## src/rtl/vga_if.sv

```systemverilog
// Pixel-side bundle of the VGA timing generator: run enable and colour in,
// stage-0 coordinates, stage-1 syncs, colour and line/frame markers out.
interface vga_if #(
    parameter int COLOR_W = 8,
    parameter int H_W     = 10,
    parameter int V_W     = 10
);
    logic               en;
    logic [COLOR_W-1:0] color_in;
    logic [H_W-1:0]     pixel_x;
    logic [V_W-1:0]     pixel_y;
    logic               pixel_tick;
    logic               hsync;
    logic               vsync;
    logic               active;
    logic [COLOR_W-1:0] color_out;
    logic               line_start;
    logic               frame_start;

    // master = timing generator, slave = pixel source / DAC side.
    // No handshake: the generator paces everything with pixel_tick, and the
    // pixel source must hold color_in stable from one tick to the next.
    modport master (
        input  en, color_in,
        output pixel_x, pixel_y, pixel_tick, hsync, vsync, active,
        output color_out, line_start, frame_start
    );

    modport slave (
        output en, color_in,
        input  pixel_x, pixel_y, pixel_tick, hsync, vsync, active,
        input  color_out, line_start, frame_start
    );
endinterface

```

## src/rtl/vga_timing_gen.sv

```systemverilog
// Parametrised VGA/VESA timing generator: clock divider, x/y counters (stage 0)
// and a one-pixel register stage (stage 1) so colour lines up with the syncs.
module vga_timing_gen #(
    parameter int H_ACTIVE = 640,
    parameter int H_FP     = 16,
    parameter int H_SYNC   = 96,
    parameter int H_BP     = 48,
    parameter int V_ACTIVE = 480,
    parameter int V_FP     = 10,
    parameter int V_SYNC   = 2,
    parameter int V_BP     = 33,
    parameter int CLK_DIV  = 4,
    parameter bit H_POL    = 1'b0,
    parameter bit V_POL    = 1'b0,
    parameter int COLOR_W  = 8,
    parameter int H_W      = 10,
    parameter int V_W      = 10
) (
    input logic   clk,
    input logic   rst,
    vga_if.master vif
);

    localparam int H_TOTAL = H_ACTIVE + H_FP + H_SYNC + H_BP;
    localparam int V_TOTAL = V_ACTIVE + V_FP + V_SYNC + V_BP;
    localparam int DIV_W   = (CLK_DIV > 1) ? $clog2(CLK_DIV) : 1;
    localparam logic [DIV_W-1:0] DIV_LAST = DIV_W'(CLK_DIV - 1);

    if (H_TOTAL - 1 >= (1 << H_W)) begin : g_h_overflow
        $error("vga_timing_gen: H_TOTAL-1 does not fit in H_W bits");
    end
    if (V_TOTAL - 1 >= (1 << V_W)) begin : g_v_overflow
        $error("vga_timing_gen: V_TOTAL-1 does not fit in V_W bits");
    end
    if (CLK_DIV < 1) begin : g_div_range
        $error("vga_timing_gen: CLK_DIV must be at least 1");
    end

    logic [DIV_W-1:0]   div_cnt;
    logic [H_W-1:0]     x;
    logic [V_W-1:0]     y;
    logic               tick;
    logic               x_last;
    logic               y_last;
    logic               visible;
    logic               hs_on;
    logic               vs_on;

    logic               hsync_q;
    logic               vsync_q;
    logic               active_q;
    logic [COLOR_W-1:0] color_q;
    logic               line_start_q;
    logic               frame_start_q;

    // Divider only moves while enabled, so a paused frame resumes mid-pixel.
    assign tick = vif.en && (div_cnt == DIV_LAST);

    always_ff @(posedge clk) begin
        if (rst) begin
            div_cnt <= '0;
        end else if (vif.en) begin
            div_cnt <= tick ? '0 : div_cnt + 1'b1;
        end
    end

    always_comb begin
        x_last  = (int'(x) == H_TOTAL - 1);
        y_last  = (int'(y) == V_TOTAL - 1);
        visible = (int'(x) < H_ACTIVE) && (int'(y) < V_ACTIVE);
        hs_on   = (int'(x) >= H_ACTIVE + H_FP) && (int'(x) < H_ACTIVE + H_FP + H_SYNC);
        vs_on   = (int'(y) >= V_ACTIVE + V_FP) && (int'(y) < V_ACTIVE + V_FP + V_SYNC);
    end

    always_ff @(posedge clk) begin
        if (rst) begin
            x <= '0;
            y <= '0;
        end else if (tick) begin
            if (x_last) begin
                x <= '0;
                y <= y_last ? '0 : y + 1'b1;
            end else begin
                x <= x + 1'b1;
            end
        end
    end

    // Stage 1: everything the DAC sees is registered from the same stage-0 pixel.
    always_ff @(posedge clk) begin
        if (rst) begin
            hsync_q       <= ~H_POL;
            vsync_q       <= ~V_POL;
            active_q      <= 1'b0;
            color_q       <= '0;
            line_start_q  <= 1'b0;
            frame_start_q <= 1'b0;
        end else begin
            line_start_q  <= tick && (x == '0);
            frame_start_q <= tick && (x == '0) && (y == '0);
            if (tick) begin
                hsync_q  <= hs_on ? H_POL : ~H_POL;
                vsync_q  <= vs_on ? V_POL : ~V_POL;
                active_q <= visible;
                color_q  <= visible ? vif.color_in : '0;
            end
        end
    end

    assign vif.pixel_x     = x;
    assign vif.pixel_y     = y;
    assign vif.pixel_tick  = tick;
    assign vif.hsync       = hsync_q;
    assign vif.vsync       = vsync_q;
    assign vif.active      = active_q;
    assign vif.color_out   = color_q;
    assign vif.line_start  = line_start_q;
    assign vif.frame_start = frame_start_q;

endmodule

```

## src/flat_wrapper.sv

```systemverilog
// flat-port wrapper written by rule: the top's interface ports become plain ports
module vga_timing_gen_flat 
#(
    parameter int H_ACTIVE = 640,
    parameter int H_FP     = 16,
    parameter int H_SYNC   = 96,
    parameter int H_BP     = 48,
    parameter int V_ACTIVE = 480,
    parameter int V_FP     = 10,
    parameter int V_SYNC   = 2,
    parameter int V_BP     = 33,
    parameter int CLK_DIV  = 4,
    parameter bit H_POL    = 1'b0,
    parameter bit V_POL    = 1'b0,
    parameter int COLOR_W  = 8,
    parameter int H_W      = 10,
    parameter int V_W      = 10
)
  (clk, rst, vif_en, vif_color_in, vif_pixel_x, vif_pixel_y, vif_pixel_tick, vif_hsync, vif_vsync, vif_active, vif_color_out, vif_line_start, vif_frame_start);
  vga_if #(.COLOR_W(COLOR_W), .H_W(H_W), .V_W(V_W)) vif_i ();
  input logic clk;
  input logic rst;
  input wire logic [$bits(vif_i.en)-1:0] vif_en;
  input wire logic [$bits(vif_i.color_in)-1:0] vif_color_in;
  output wire logic [$bits(vif_i.pixel_x)-1:0] vif_pixel_x;
  output wire logic [$bits(vif_i.pixel_y)-1:0] vif_pixel_y;
  output wire logic [$bits(vif_i.pixel_tick)-1:0] vif_pixel_tick;
  output wire logic [$bits(vif_i.hsync)-1:0] vif_hsync;
  output wire logic [$bits(vif_i.vsync)-1:0] vif_vsync;
  output wire logic [$bits(vif_i.active)-1:0] vif_active;
  output wire logic [$bits(vif_i.color_out)-1:0] vif_color_out;
  output wire logic [$bits(vif_i.line_start)-1:0] vif_line_start;
  output wire logic [$bits(vif_i.frame_start)-1:0] vif_frame_start;
  assign vif_i.en = vif_en;
  assign vif_i.color_in = vif_color_in;
  assign vif_pixel_x = vif_i.pixel_x;
  assign vif_pixel_y = vif_i.pixel_y;
  assign vif_pixel_tick = vif_i.pixel_tick;
  assign vif_hsync = vif_i.hsync;
  assign vif_vsync = vif_i.vsync;
  assign vif_active = vif_i.active;
  assign vif_color_out = vif_i.color_out;
  assign vif_line_start = vif_i.line_start;
  assign vif_frame_start = vif_i.frame_start;
  vga_timing_gen #(.H_ACTIVE(H_ACTIVE), .H_FP(H_FP), .H_SYNC(H_SYNC), .H_BP(H_BP), .V_ACTIVE(V_ACTIVE), .V_FP(V_FP), .V_SYNC(V_SYNC), .V_BP(V_BP), .CLK_DIV(CLK_DIV), .H_POL(H_POL), .V_POL(V_POL), .COLOR_W(COLOR_W), .H_W(H_W), .V_W(V_W)) u_core (.clk(clk), .rst(rst), .vif(vif_i));
endmodule
```

## config.mk

```make
export PLATFORM = sky130hd
export DESIGN_NAME = vga_timing_gen_flat
export DESIGN_NICKNAME = d
export VERILOG_FILES = /design/src/rtl/vga_if.sv /design/src/rtl/vga_timing_gen.sv /design/src/flat_wrapper.sv
export SDC_FILE = /design/constraint.sdc
export NUM_CORES = 1
export LEC_CHECK = 0
export BUFFER_PORTS_ARGS = -buffer_cell sky130_fd_sc_hd__clkbuf_2
export CAP_MARGIN = 20
export CORE_MARGIN = 5
export CORE_UTILIZATION = 51
export CTS_BUF_LIST = sky130_fd_sc_hd__clkbuf_16
export CTS_CLUSTER_DIAMETER = 100
export CTS_CLUSTER_SIZE = 30
export DETAILED_ROUTE_END_ITERATION = 12
export HOLD_SLACK_MARGIN = 0.03
export PLACE_DENSITY = 0.87
export SETUP_SLACK_MARGIN = 0.3
export SYNTH_ARGS = -nofsm -noshare
export SYNTH_HDL_FRONTEND = slang
export SYNTH_SLANG_ARGS = --single-unit
```

## constraint.sdc

```tcl
create_clock -name clk -period 2.2 [get_ports clk]
set_input_delay 0.11 -clock clk [delete_from_list [all_inputs] [get_ports clk]]
set_output_delay 0.11 -clock clk [all_outputs]
set_load 0.1 [all_outputs]
```

; Word level (Yosys, flattened, before mapping)
; Index checks and enable logic that the tools add are counted.
[op_classes]
addsub = 3
magnitude_cmp = 6
n_eq_ne = 3
muxes = 6
n_reduce_logical = 9
[ops]
columns = operator, n
row1 = 10-bit by 1-bit adder with 10-bit output (second input constant), 2
row2 = 10-bit zero test, 2
row3 = 10-bit less-than comparator (second input constant), 2
row4 = 10-bit by 9-bit less-than comparator with 1-bit output (second input constant), 2
row5 = 10-bit two-way mux, 2
row6 = 10-bit equality test (second input constant), 1
row7 = 10-bit by 9-bit equality test with 1-bit output (second input constant), 1
row8 = 10-bit >= comparator (second input constant), 1
row9 = 10-bit by 9-bit >= comparator with 1-bit output (second input constant), 1
row10 = 8-bit two-way mux, 1
row11 = 1-bit logical AND, 6
row12 = 2-bit by 1-bit adder with 2-bit output (second input constant), 1
row13 = 2-bit equality test (second input constant), 1
row14 = 1-bit two-way mux, 2
row15 = 2-bit two-way mux, 1
row16 = 2-bit AND reduction, 1
[totals]
regBits = 35
in_bits = 11
output_inout_bits = 34
word_cells = 36

; Logic depth before layout (Yosys ltp)
[depth]
ltp_word = 4
ltp_mapped = 7

; Worst setup path after synthesis
; No wires, ideal clock.
[synth_path]
path_kind = reg2reg
start = reg u_core.x[0], in the netlist u_core.vif.pixel_x[0]
end = reg u_core.y[8], in the netlist u_core.vif.pixel_y[8]
arrival_time_ps = 2576
t_required_ps = 2130
slack_ps = -446
stages_incl_launch_ff = 7
n_path_buf = 1
synth_period_minus_slack_ps = 2646
cell_sequence = dfxtp_1 ha_1 nand4_1 or3_1 buf_2 or4_1 a21oi_1
[synth_via]
elab_chain_len = 2
[synth_rtl]
columns = item, line_no
row1 = start: declaration, vga_timing_gen.sv:40  ; logic [H_W-1:0] x;
row2 = start signal: assignment, vga_timing_gen.sv:84  ; x <= x + 1'b1;
row3 = 10-bit by 9-bit equality test with 1-bit output, vga_timing_gen.sv:68  ; x_last = (int'(x) == H_TOTAL - 1);
row4 = 2-bit AND reduction (no source line), n/a
row5 = end signal: assignment, vga_timing_gen.sv:82  ; y <= y_last ? '0 : y + 1'b1;
row6 = end: declaration, vga_timing_gen.sv:41  ; logic [V_W-1:0] y;
; No other way between the ends.
; A chain may end at the register's enable or synchronous reset.

; Worst setup path after layout
[layout_path]
start = reg u_core.x[7], in the netlist u_core.vif.pixel_x[7]
end = reg u_core.y[8], in the netlist u_core.vif.pixel_y[8]
; Same word-level chain as after synthesis.

==> metrics.md <==
| Metric | Value |
|---|---|
| Status | finished clean |
| Longest Clk Path Bufs | 2 |
| Critical path class | flop to flop |
| CTS tree | done |
| Total power | 1.35 mW |
| Core Area | 3000 µm² |
| Worst EP arrival | 2.06 ns |
| Hold buffers post-CTS | 0 |
| Seq/Total Area, Yosys | 0.448 |
| Setup Skew | 0.00355 ns |
| Prevailing post-synth register cell | dfxtp_1 |
| Post-Synthesis Cells | 173 |
| R2R Setup Slk | 0.36 ns |
| R2r worst-path depth | 4 |
| Ant diodes | 0 |
| Final Cycle Share | 0.836 |
| Max-cap violation count | 0 |
| Die Area | 4280 µm² |
| Mapped cell area | 1570 µm² |
| Fin worst setup slack | 0.361 ns |
| Core Util, Final | 0.693 |
| Vias in the first global route | 1276 |
| Cell accounting for the most synthesized area | dfxtp_1 |
| Fraction of layout cells with a size suffix above 1 | 0.386 |
| Drt first-iter violations | 89 |
| Leading post-synthesis cells by cell area | dfxtp_1, ha_1, a22o_1 |
| Static leakage | 0.857 nW |
| Synth unique cells | 37 |
| H-tree depth | 2 |
| Root Buffer | clkbuf_16 |
| Final hold violation count | 0 |
| Setup violations, final | 0 |
| Count leader, synth | dfxtp_1 |
| First-pass GRT wire length | 5.68 mm |
| Vias | 1509 |
| # rows | 20 |
| Seq cells post-synth | 35 |
| Max incr delay on CP | 0.43 ns |
| I/O pin cnt | 45 |
| Crit path time final | 1.84 ns |
| Crit path max fanout | 8 |
| Total gr overflow | 0 |
| Num Clock Sinks | 35 |
| Pwr Density | 650 nW/µm² |
| TritonRoute pass-1 iters | 4 |
| Slowest-stage cell, CP | or3_4 |
| Area grow syn2layout | 33.0% |
| CP cell instances | or3_4 > or3_4 > or4_4 > a21oi_2 |
| Post-synth EDFFs | 0 |
| Worst-case hold slack | 0.0470 ns |
| YS warnings | 0 |
| Commonest cells in the netlist | dfxtp_1, nor2_1, nand2_1, a21oi_1, a22o_1 |
| Clk Latency, worst-skew pair | 0.28 ns |
| HP Class | input pin to flop |
| Die Y | 65.4 µm |
| Syn_nets | 190 |
| Critical path startpoint category | flop |
| Req. time, crit path | 2.42 ns |
| Mean post-synth cell area | 9.05 µm² |
| Worst slew pin tran | 0.550 ns |
| Initial Utilization | 0.521 |
| Fin nets | 239 |
| Synth top area share | 0.448 |
| Chip width | 65.4 µm |
| GRT Total Usage | 0.171 |
| Worst vdd ir | 0.510 mV |
| Max Freq | 544 MHz |
| Worst setup EP type | flop |
| Slew HR | 0.635 |
| Hold Path Stages | 2 |
| Total Routed Length | 3.76 mm |
| Most frequent CP cell | or3_4 |
| Setup_tns | 0 ns |
| Post-DRT Antenna Nets | 0 |
| Reg clk slew, reported paths | 0.05 ns |
| Final GP Congestion | 0.813 |
| Dpl hpwl | 2.54 mm |
| DR vias/cell | 5.89 |
| Pins Over Slew Limit | 0 |
| FFs w/ async S/R, synth | 0 |
| Initial antenna violation count | 0 |
| Placement Setup Slack | 0.214 ns |
| DRC viols | 0 |
| RSZ-0062 raised after global routing | true |
| Drt wl/cell | 14.7 µm |
| CTS buffer count | 5 |
| Port Buffers | 44 |
| Largest net degree at the start of global routing | 17 |
-- through the flow --
| step | instances | cell area, µm² |
|---|---|---|
| floorplan | 173 | 1640 |
| global placement | 243 | 1860 |
| detailed placement | 243 | 1860 |
| CTS | 251 | 2000 |
| global route | 256 | 2080 |
| finish | 256 | 2080 |
-- per-layer routing --
metal,vias to the layer above,GRT usage,part of all wire
met4,0,0.0855,0.020
met5,-,0,0
met3,9,0.0547,0.085
li1,728,-,-
met2,73,0.264,0.45
met1,699,0.214,0.44
-- kinds of logic after synthesis --
kind of cell / share of synthesized area
flip-flops: 0.448
buffers and inverters: 0.0376
AO/OA/AOI/OAI: 0.143
AND/OR/NAND/NOR: 0.256
XOR/XNOR: 0.0615
adder cells (fa/ha/maj): 0.0480
multiplexers: 0.00640
-- cells in the final DEF (no fill, tap or decap), drive strengths merged, types with 3 or more instances in the layout --
cell type,n
a21oi,9
a22o,8
and2,3
and3,3
and4,4
buf,5
clkbuf,49
dfxtp,35
ha,6
inv,7
nand2,12
nand3,6
nand4,7
nor2,15
nor3,5
nor4,4
o21ai,7
or3,8
xnor2,4
xor2,7
-- sequential cells by signal, indices dropped and copies added (netlist names) --
name,flops
u_core.vif.hsync,1
u_core.vif.color_out,8
u_core.vif.frame_start,1
u_core.vif.active,1
u_core.vif.vsync,1
u_core.div_cnt,2
u_core.vif.pixel_y,10
u_core.vif.line_start,1
u_core.vif.pixel_x,10
-- where the power goes --
group          switching, mW  internal, mW
logic                 0.0453        0.0212
registers            0.00573         0.630
clock network          0.244         0.408
-- area by class of cell --
class                   count  area [µm²]
fillers                   227         921
multi-input cells         125         872
flip-flops and latches     35         751
repair buffers             49         258
clock buffers               5         125
well taps                  33        41.3
inverters                   6        22.5
clock inverters             3        12.5
-- repair_timing --
item | CTS | global route
resized for setup | 1 | 11
cloned | 0 | 1
endpoints found under the setup margin | 16 | 5
pin swaps | 0 | 5
setup buffers | 0 | 4
-- critical path, delay by kind of cell, from the launching register on --
kind	cells	cell delay (ns)
AO/OA/AOI/OAI	1	0.13
flip-flops	1	0.36
AND/OR/NAND/NOR	3	1.29
-- path summary, 6_finish.rpt --
| path | startpoint | end |
|---|---|---|
| max | u_core.vif.pixel_x[7] | u_core.vif.pixel_y[8] |
| min | vif_color_in[7] | u_core.vif.color_out[7] |
| max reg2reg | u_core.vif.pixel_x[7] | u_core.vif.pixel_y[8] |
| min reg2reg | u_core.vif.active | u_core.vif.active |
Power figures use the tool's default switching activity.
